<file path="src/rtl/param_seq_detector.sv">
// Run-time programmable serial pattern detector with overlapping or non-overlapping matching.
// Outputs a same-cycle Mealy match, a registered copy of it and a saturating match counter.
module param_seq_detector #(
  parameter int unsigned      PAT_W   = 4,
  parameter int unsigned      CNT_W   = 8,
  parameter logic [PAT_W-1:0] PAT_RST = PAT_W'(4'b1010),
  parameter logic             OVL_RST = 1'b1
) (
  input  logic             clk,
  input  logic             rst,
  input  logic             x,
  input  logic             x_valid,
  input  logic             cfg_load,
  input  logic [PAT_W-1:0] cfg_pattern,
  input  logic             cfg_overlap,
  input  logic             cnt_clr,
  output logic             z,
  output logic             z_q,
  output logic [CNT_W-1:0] match_cnt
);

  localparam int unsigned      FILL_W   = $clog2(PAT_W);
  localparam logic [FILL_W-1:0] FILL_MAX = FILL_W'(PAT_W - 1);

  typedef enum logic {
    FILLING = 1'b0,
    ARMED   = 1'b1
  } state_e;

  logic [PAT_W-1:0] pat_q, pat_d;
  logic             ovl_q, ovl_d;
  logic [PAT_W-2:0] hist_q, hist_d;
  logic [FILL_W-1:0] fill_q, fill_d;
  logic [CNT_W-1:0] cnt_q, cnt_d;
  logic [PAT_W-1:0] window;
  state_e           state;

  // The fill level is the detector state: ARMED once a full history is held.
  assign state  = (fill_q == FILL_MAX) ? ARMED : FILLING;
  assign window = {hist_q, x};
  assign z      = x_valid & ~cfg_load & ~rst & (state == ARMED) & (window == pat_q);

  assign match_cnt = cnt_q;

  always_ff @(posedge clk or posedge rst) begin
    if (rst) begin
      pat_q  <= PAT_RST;
      ovl_q  <= OVL_RST;
      hist_q <= '0;
      fill_q <= '0;
      cnt_q  <= '0;
      z_q    <= 1'b0;
    end else begin
      pat_q  <= pat_d;
      ovl_q  <= ovl_d;
      hist_q <= hist_d;
      fill_q <= fill_d;
      cnt_q  <= cnt_d;
      z_q    <= z;
    end
  end

  always_comb begin
    pat_d  = pat_q;
    ovl_d  = ovl_q;
    hist_d = hist_q;
    fill_d = fill_q;
    if (cfg_load) begin
      pat_d  = cfg_pattern;
      ovl_d  = cfg_overlap;
      hist_d = '0;
      fill_d = '0;
    end else if (x_valid) begin
      // A non-overlapping match consumes its bits, so detection restarts from empty.
      if (z && !ovl_q) begin
        hist_d = '0;
        fill_d = '0;
      end else begin
        hist_d = window[PAT_W-2:0];
        if (state == FILLING) begin
          fill_d = fill_q + FILL_W'(1);
        end
      end
    end
  end

  always_comb begin
    cnt_d = cnt_q;
    if (cnt_clr) begin
      cnt_d = '0;
    end else if (z && (cnt_q != '1)) begin
      cnt_d = cnt_q + CNT_W'(1);
    end
  end

endmodule

</file>
<file path="config.mk">
export PLATFORM = sky130hd
export DESIGN_NAME = param_seq_detector
export DESIGN_NICKNAME = d
export VERILOG_FILES = /design/src/rtl/param_seq_detector.sv
export SDC_FILE = /design/constraint.sdc
export NUM_CORES = 1
export LEC_CHECK = 0
export BUFFER_PORTS_ARGS = -buffer_cell sky130_fd_sc_hd__buf_4
export CAP_MARGIN = 20
export CORE_ASPECT_RATIO = 0.9
export CORE_MARGIN = 2
export CORE_UTILIZATION = 35
export DETAILED_ROUTE_END_ITERATION = 16
export SYNTH_ARGS = -nofsm -noshare
export SYNTH_HDL_FRONTEND = slang
export SYNTH_SLANG_ARGS = --single-unit
</file>
<file path="constraint.sdc">
create_clock -name clk -period 2.08 [get_ports clk]
set_clock_uncertainty 0.05 [all_clocks]
set_input_delay 0.312 -clock clk [delete_from_list [all_inputs] [get_ports clk]]
set_output_delay 0.312 -clock clk [all_outputs]
set_load 0.005 [all_outputs]
</file>
**After elaboration in Yosys (flattened, before gate mapping)**

Index checks and enable logic that the tools add are counted.

- Add/sub/neg operators: 2
- Equality and inequality tests: 4
- Mux-type cells: 10
- Bitwise operators: 6
- Reductions and logical operators: 6

Operator list:

| kind | count |
|---|---|
| 8-bit two-way mux | 2 |
| 3-bit two-way mux | 3 |
| 8-bit by 1-bit adder with 8-bit output, second input constant | 1 |
| 2-bit two-way mux | 4 |
| 8-bit inequality test, second input constant | 1 |
| 1-bit AND | 4 |
| 4-bit == test | 1 |
| 2-bit nonzero test | 2 |
| 3-bit by 2-bit inequality test with 1-bit output, second input constant | 1 |
| 2-bit by 1-bit adder with 2-bit output, second input constant | 1 |
| 2-bit == test, second input constant | 1 |
| 1-bit logical AND | 2 |
| 1-bit inverter | 2 |
| 2-bit AND reduction | 1 |
| 1-bit logical NOT | 1 |
| 1-bit two-way mux | 1 |

- Register bits after elaboration: 19
- Input port bits: 11
- Logic and storage cells: 34

**Depth between registers and ports, before layout**

Gate-level depths: netlist of the first run.

- Depth after elaboration: 9
- Gate-level depth with buffers: 6
- Mapped depth without buffers: 5

**Worst setup path after synthesis of the first run**

OpenSTA, ideal clock, no wires.

- Path kind: register to register
- Start: register fill_q[0]
- End: register cnt_q[7] (netlist: match_cnt[7])
- Library setup time: 0.128 ns
- Arrival time: 1.624 ns
- Required time: 1.902 ns
- Setup slack: 0.279 ns
- Stages on the path, launching flop included: 7
- Buffers on the path: 1
- Cells stage by stage: dfrtp_1 -> ha_1 -> and4bb_4 -> o211ai_4 -> buf_6 -> nor4_1 -> mux2_1

- Word-level cells in the longest chain between the ends: 6

Ends and longest elaborated chain:

| item | RTL line | text |
|---|---|---|
| start: declaration | 33 | `logic [FILL_W-1:0] fill_q, fill_d;` |
| start signal: assignment | 57 | `fill_q <= fill_d;` |
| 2-bit == test | 39 | `assign state = (fill_q == FILL_MAX) ? ARMED : FILLING;` |
| 1-bit two-way mux | 39 |  |
| 1-bit AND (2 in series) | 41 | `assign z = x_valid & ~cfg_load & ~rst & (state == ARMED) & (window == pat_q);` |
| 1-bit logical AND | 91 | `end else if (z && (cnt_q != '1)) begin` |
| 2-bit nonzero test (no source line) | - |  |
| end signal: assignment | 58 | `cnt_q <= cnt_d;` |
| end: declaration | 34 | `logic [CNT_W-1:0] cnt_q, cnt_d;` |

No other way between the ends.
A chain may end at the register's enable or synchronous reset.

**Final worst setup path of the first run**

- Start: register fill_q[0]
- End: output z

- Word-level cells in the longest chain between the ends: 4

Ends and longest elaborated chain:

| item | RTL line | text |
|---|---|---|
| 2-bit == test | 39 |  |
| 1-bit two-way mux | 39 |  |
| 1-bit AND (2 in series) | 41 |  |
| end: declaration | 17 | `output logic z,` |

No other way between the ends.

==> results of run 1 <==
-- flip-flops by register name, summed over array words and instances, names as in the netlist --
| signal | cells |
|---|---|
| fill_q | 2 |
| ovl_q | 1 |
| pat_q | 4 |
| match_cnt | 8 |
| z_q | 1 |
| hist_q | 3 |
-- kinds of logic (layout without fill, tap and decap cells) --
logic type | after synthesis | after routing | share of synthesized area (%)
simple gates | 32 | 32 | 18.20
fa+ha+maj | 2 | 2 | 2.409
mux | 7 | 7 | 7.469
buf+inv | 7 | 30 | 3.372
flops | 19 | 19 | 46.14
compound gates | 25 | 25 | 17.23
xor+xnor | 4 | 4 | 5.182
-- path summary, 6_finish.rpt --
| path | end | slack [ns] | cells after the start |
|---|---|---|---|
| setup / recovery | z | 0.15 | 5 |
| hold / removal | hist_q[1] | 0.08 | 2 |
| setup reg to reg | match_cnt[7] | 0.22 | 5 |
| hold reg to reg | pat_q[2] | 0.49 | 1 |
| max in group asynchronous | match_cnt[2] | 1.45 | 2 |
| min in group clk | match_cnt[3] | 0.18 | 2 |
-- stage by stage --
step | utilization [%] | hold slack [ns] | power (mW)
floorplan | - | 0.2109 | 0.4723
global placement | 44.04 | 0.4421 | 0.5070
detailed placement | 44.04 | 0.4575 | 0.5094
CTS | 44.98 | 0.1199 | 0.7055
global route | 45.52 | 0.1457 | 0.7402
finish | 45.52 | 0.08235 | 0.6955
-- timing repair --
action	CTS	global route
buffers inserted	0	1
gates resized for setup	0	3
endpoints found under the setup margin	0	1
-- routing by layer --
layer  track usage [%]  vias up  wire, um
met5                 0        -         0
met4             2.736        0        20
met3             4.419        2       113
met2             21.43       21      1025
met1             21.20      401      1024
li1                  -      409         -
-- power by group --
group          switching [mW]  internal, mW
registers              0.0155         0.389
clock network           0.115        0.0747
logic                  0.0492        0.0519
-- final cells by class --
class	count	area (um2)
inverter	3	11.26
tap	40	50.05
clock buffer	4	26.28
timing repair buffer	23	172.7
sequential	19	479.2
multi-input combinational	70	531.8
fill	288	1521
-- layout by cell type, fill, tap and decap left out --
master    instances
mux2i_1           1
o32ai_1           2
nand3_1           6
mux2_1            1
xnor2_1           3
o211a_1           1
xnor2_4           1
nor2_2            1
dfstp_2           3
clkbuf_4          3
ha_2              1
nor2b_1           1
and4bb_4          1
clkbuf_1          1
a21oi_1          11
nor2_1            2
nor4_1            1
mux2_2            5
o21ai_0           2
nand4b_1          1
ha_1              1
nand2b_1          3
o211ai_4          1
or3_1             1
inv_1             3
buf_4            23
or2b_1            1
nor3_1            2
nand4_1           1
or4_1             4
o31ai_1           4
nand2_2           1
nand2_1           4
o311ai_1          1
o41ai_1           1
o311ai_0          2
dfrtp_1          16
and3_1            2
-- worst max-delay path, stage by stage, from the launching register on --
cell and delay (ns):
dfrtp_1 0.42, ha_2 0.23, and4bb_4 0.28, nand2_2 0.11, nor2_2 0.11, buf_4 0.12
==> summary.md, run 1 <==
| Metric | Value |
|---|---|
| Status | `complete, no violations` |
| Fraction of layout cells with a size suffix above 1 | `roughly 34%` |
| Min Tclk post-route | `between 1.5 and 2 ns` |
| Routed wire per std cell | `13.73 um` |
| Post-synth top area cell | `dfrtp_1` |
| Die width | `roughly 61 um` |
| CTS Hold Buffers Added | `0` |
| GR Overflow Total | `0` |
| Finished Layout Cells | `159` |
| Yosys cell types | `36` |
| Max Root-Sink Buffers | `2` |
| Setup CP Type | `reg2out` |
| RR Startpoint | `fill_q[0]` |
| Synth async-reset ratio | `100.0%` |
| Antenna violations before repair | `0` |
| Post-synth top area share | `38.55%` |
| Setup TNS | `0 ns` |
| Clock sinks | `19` |
| Clock Latency Late Sink | `around 0.3 ns` |
| Diodes inserted | `0` |
| Worst Setup End Kind | `output port` |
| Vias per cell | `5.239` |
| Post-route DRC | `0` |
| Post-synth top cells | `16 x dfrtp_1, 11 x a21oi_1, 6 x nand3_1` |
| Clock Tree Root | `clkbuf_4` |
| Final period util | `92.70%` |
| Post-synth EDFFs | `0` |
| Placed cell count | `154` |
| Worst-path maximum fanout | `6` |
| Die height | `about 56 um` |
| Final setup fails | `0` |
| Drt initial violations | `15` |
| Crit path setup slack, layout | `between 0.15 and 0.2 ns` |
| Slew Limit Fails | `0` |
| Vias | `833` |
| Max-slew headroom | `52.04%` |
| Post-DP Area | `0.001230 mm2` |
| Place WS | `between 0.2 and 0.25 ns` |
| Largest net degree at the start of global routing | `20` |
| Sequential area share after synthesis | `between 40 and 50%` |
| Syn Inst Count | `96` |
| CTS tree | `built` |
| Pwr Density | `547.1 mW/mm2` |
| Synthesized area | `0.001038 mm2` |
| Fmax | `518.6 MHz` |
| Initial Util | `37.19%` |
| Synth top area cells | `dfrtp_1 39%, dfstp_2 7.6%, mux2_2 5.4%` |
| TritonCTS buffer count | `3` |
| Post-synth net total | `roughly 110` |
| Row count | `18` |
| Area growth, synth to finish | `22.41%` |
| Detail Placement HPWL | `1555 um` |
| Clock transition at path regs | `between 0.1 and 0.15 ns` |
| Syn Area/Cell | `10.82 um2` |
| CP Launch Type | `register` |
| Leakage | `between 0.5 and 0.6 nW` |
| First-pass GRT wire length | `3815 um` |
| Primary FF master, synth | `dfrtp_1` |
| Syn. warnings | `0` |
| IO Pins | `21` |
| Post-DRT Antenna Nets | `0` |
| Yosys reg bits | `19` |
| Die ar. | `0.003419 mm2` |
| Hold Path Class | `in2async` |
| CP arrival | `approximately 1.6 ns` |
| Critical Path RT | `around 1.7 ns` |
| First-pass DRT Iterations | `4` |
| Total track usage | `14.56%` |
| Worst Max-Slew Pin Slew | `0.7187 ns` |
| Vias in the first global route | `820` |
| Fin. Hold Viols | `0` |
| Fin nets | `133` |
| Final Cell Area | `0.001271 mm2` |
| H-tree levels | `1` |
| GPL Wtd Cong | `0.7907` |
| Count leader, synth | `dfrtp_1` |
| PortBufs | `20` |
| DRT Wirelength | `2183 um` |
| CORE AREA | `approximately 0.0028 mm2` |
| Max-Cap Viols | `0` |
| Crit. Startpoint | `fill_q[0]` |
| RSZ-0062 raised after global routing | `no` |
| Worst vdd ir | `between 0.0003 and 0.0004 V` |
No activity file was read; power rests on OpenSTA's default activity.
==> inputs of run 2 (changes only) <==
==> constraint.sdc (replaced) <==
create_clock -name clk -period 1.7 [get_ports clk]
set_clock_uncertainty 0.05 [all_clocks]
set_input_delay 0.255 -clock clk [delete_from_list [all_inputs] [get_ports clk]]
set_output_delay 0.255 -clock clk [all_outputs]
set_load 0.005 [all_outputs]
==> summary.md, run 2 (synthesis gave the netlist of run 1 again) <==
| Metric | Value |
|---|---|
| Initial Util | `37.19%` |
| Setup CP Type | `reg2out` |
| Filler Cells Inserted | `260` |
| Post-DRT Antenna Nets | `0` |
| Reg2Reg Setup Slack | `-0.10 ns` |
| Total Power | `just over 0.9 mW` |
| CP peak stage delay | `0.57 ns` |
| Clock transition at path regs | `0.12 ns` |
| Fin. Hold Viols | `0` |
| Max reg flops | `8` |
| Crit path setup slack, layout | `-0.1026 ns` |
| Worst Max-Slew Pin Slew | `0.4120 ns` |
| Detail Placement HPWL | `1779 um` |
| Die width | `61.42 um` |
| TritonCTS buffer count | `3` |
| WHS | `0.1132 ns` |
| CP max-delay cell | `dfstp_2` |
| Placed cell count | `166` |
| Max Root-Sink Buffers | `2` |
| Max-Cap Viols | `0` |
| Status | `complete, but fails checks` |
| Post-DP Area | `0.001329 mm2` |
| RR Startpoint | `pat_q[3]` |
| CORE AREA | `0.002793 mm2` |
| Vias per cell | `~5.1` |
| Most frequent cells in the layout | `42 x buf_4, 16 x dfrtp_1, 7 x a21oi_1` |
| Final setup fails | `10` |
| Footprint of the multi-input gates | `644.4 um2` |
| First-pass DRT Iterations | `4` |
| Failing checks | `setup timing` |
| Pwr Density | `approximately 580 mW/mm2` |
| Max-slew headroom | `72.44%` |
| Slew Limit Fails | `0` |
| Worst vdd ir | `around 0.00038 V` |
| CP Launch Type | `register` |
| GR Overflow Total | `0` |
| Hold depth | `2` |
| Worst Min Path Start | `cnt_clr` |
| Reg2reg path depth | `6` |
| Final Cell Area | `0.001598 mm2` |
| Vias | `~950` |
| RSZ-0062 raised after global routing | `yes` |
| Die height | `55.68 um` |
| H-tree levels | `1` |
| Clock sinks | `19` |
| Worst Hold Endpoint | `match_cnt[0]` |
| Critical-path cell list | `xnor2_2, nand3_2, buf_6, nor2_4, buf_6` |
| Total track usage | `between 10% and 20%` |
| CTS tree | `built` |
| Largest net degree at the start of global routing | `13` |
| Row count | `18` |
| Fin nets | `around 160` |
| Post-route DRC | `0` |
| DRT Wirelength | `2806 um` |
| Clock Latency Late Sink | `0.31 ns` |
| Worst-path maximum fanout | `5` |
| Commonest non-fill, non-tap cell in the layout | `buf_4` |
| Min Tclk post-route | `1.803 ns` |
| PortBufs | `20` |
| Vias in the first global route | `about 900` |
| Area growth, synth to finish | `53.86%` |
| Clock Tree Root | `clkbuf_4` |
| CP most frequent cell | `buf_6` |
| IO Pins | `21` |
| Register area | `479.2 um2` |
| First-pass GRT wire length | `between 4000 and 5000 um` |
| Final period util | `106.0%` |
| Hold Path Class | `in2reg` |
| Drt initial violations | `27` |
| Fraction of layout cells with a size suffix above 1 | `a little under three fifths` |
| Die ar. | `0.003419 mm2` |
| Worst r2r dst | `match_cnt[2]` |
| Setup TNS | `-0.5453 ns` |
| Finished Layout Cells | `approximately 190` |
| CP arrival | `~1.5 ns` |
| GPL Wtd Cong | `0.7605` |
| Leakage | `slightly above 0.7 nW` |
| Worst Setup End Kind | `output port` |
| Diodes inserted | `0` |
| Critical Path RT | `1.39 ns` |
| Routed wire per std cell | `15.17 um` |
| Antenna violations before repair | `0` |
| Fmax | `554.7 MHz` |
[run 2: cell count changes in the layout (fill, tap and decap cells not counted), moves of 2 or more]
cell           delta
or4_4             +2
or4_1             -2
xnor2_2           +3
a21oi_2           +4
buf_4            +19
a21oi_1           -4
o311ai_2          +2
dlygate4sd3_1     +2
xnor2_1           -3
buf_6             +4
[run 2: cell type report]
| class | instances | share of cell area, % |
|---|---|---|
| Multi-Input combinational cell | 70 | 40.33 |
| Sequential cell | 19 | 29.99 |
| Timing Repair Buffer | 49 | 24.12 |
| Tap cell | 40 | 3.132 |
| Clock buffer | 3 | 1.410 |
| Inverter | 3 | 0.7048 |
| Clock inverter | 1 | 0.3132 |
[run 2: worst max-delay path, delay by kind of cell, from the launching register on]
kind	cells	cell delay, ns
DFF	1	0.57
buffers and inverters	2	0.25
and+or+nand+nor	2	0.24
xor gates and xnor gates	1	0.13
[run 2: worst max path at each step]
stage | to | depth (start not counted) | startpoint | slack (ns)
global placement | match_cnt[7] | 5 | pat_q[1] | 0.007
global route | z | 5 | pat_q[3] | -0.18
detailed placement | match_cnt[4] | 5 | fill_q[1] | -0.04
CTS | z | 5 | fill_q[1] | -0.1
floorplan | match_cnt[2] | 6 | fill_q[0] | 0.0002
finish | z | 5 | pat_q[3] | -0.10
[run 2: per-layer routing]
metal / up-vias / track usage, % / wire length, um
met5: - / 0 / 0
met4: 0 / 4.559 / 34
met3: 4 / 4.651 / 113
met2: 20 / 24.62 / 1409
met1: 460 / 24.20 / 1249
li1: 462 / - / -
[run 2: timing repair]
action,4_1_cts,5_1_grt
buffers inserted,8,4
endpoints found under the setup margin,8,12
pin swaps,7,6
hold buffers,2,0
gates resized for setup,14,11
gates cloned,1,0
endpoints found under the hold margin,9,0
[run 2: where the power goes]
| part | switching, mW | internal [mW] |
|---|---|---|
| clock | 0.154 | 0.0881 |
| sequential | 0.0216 | 0.476 |
| combinational | 0.0880 | 0.104 |
| total | 0.264 | 0.668 |
[run 2: metrics by stage]
stage	utilization [%]	setup WS (ns)
detailed placement	47.58	-0.04375
CTS	54.08	-0.09556
finish	57.21	-0.1026
global route	57.21	-0.1760
global placement	47.58	0.006831
floorplan	-	0.0001944
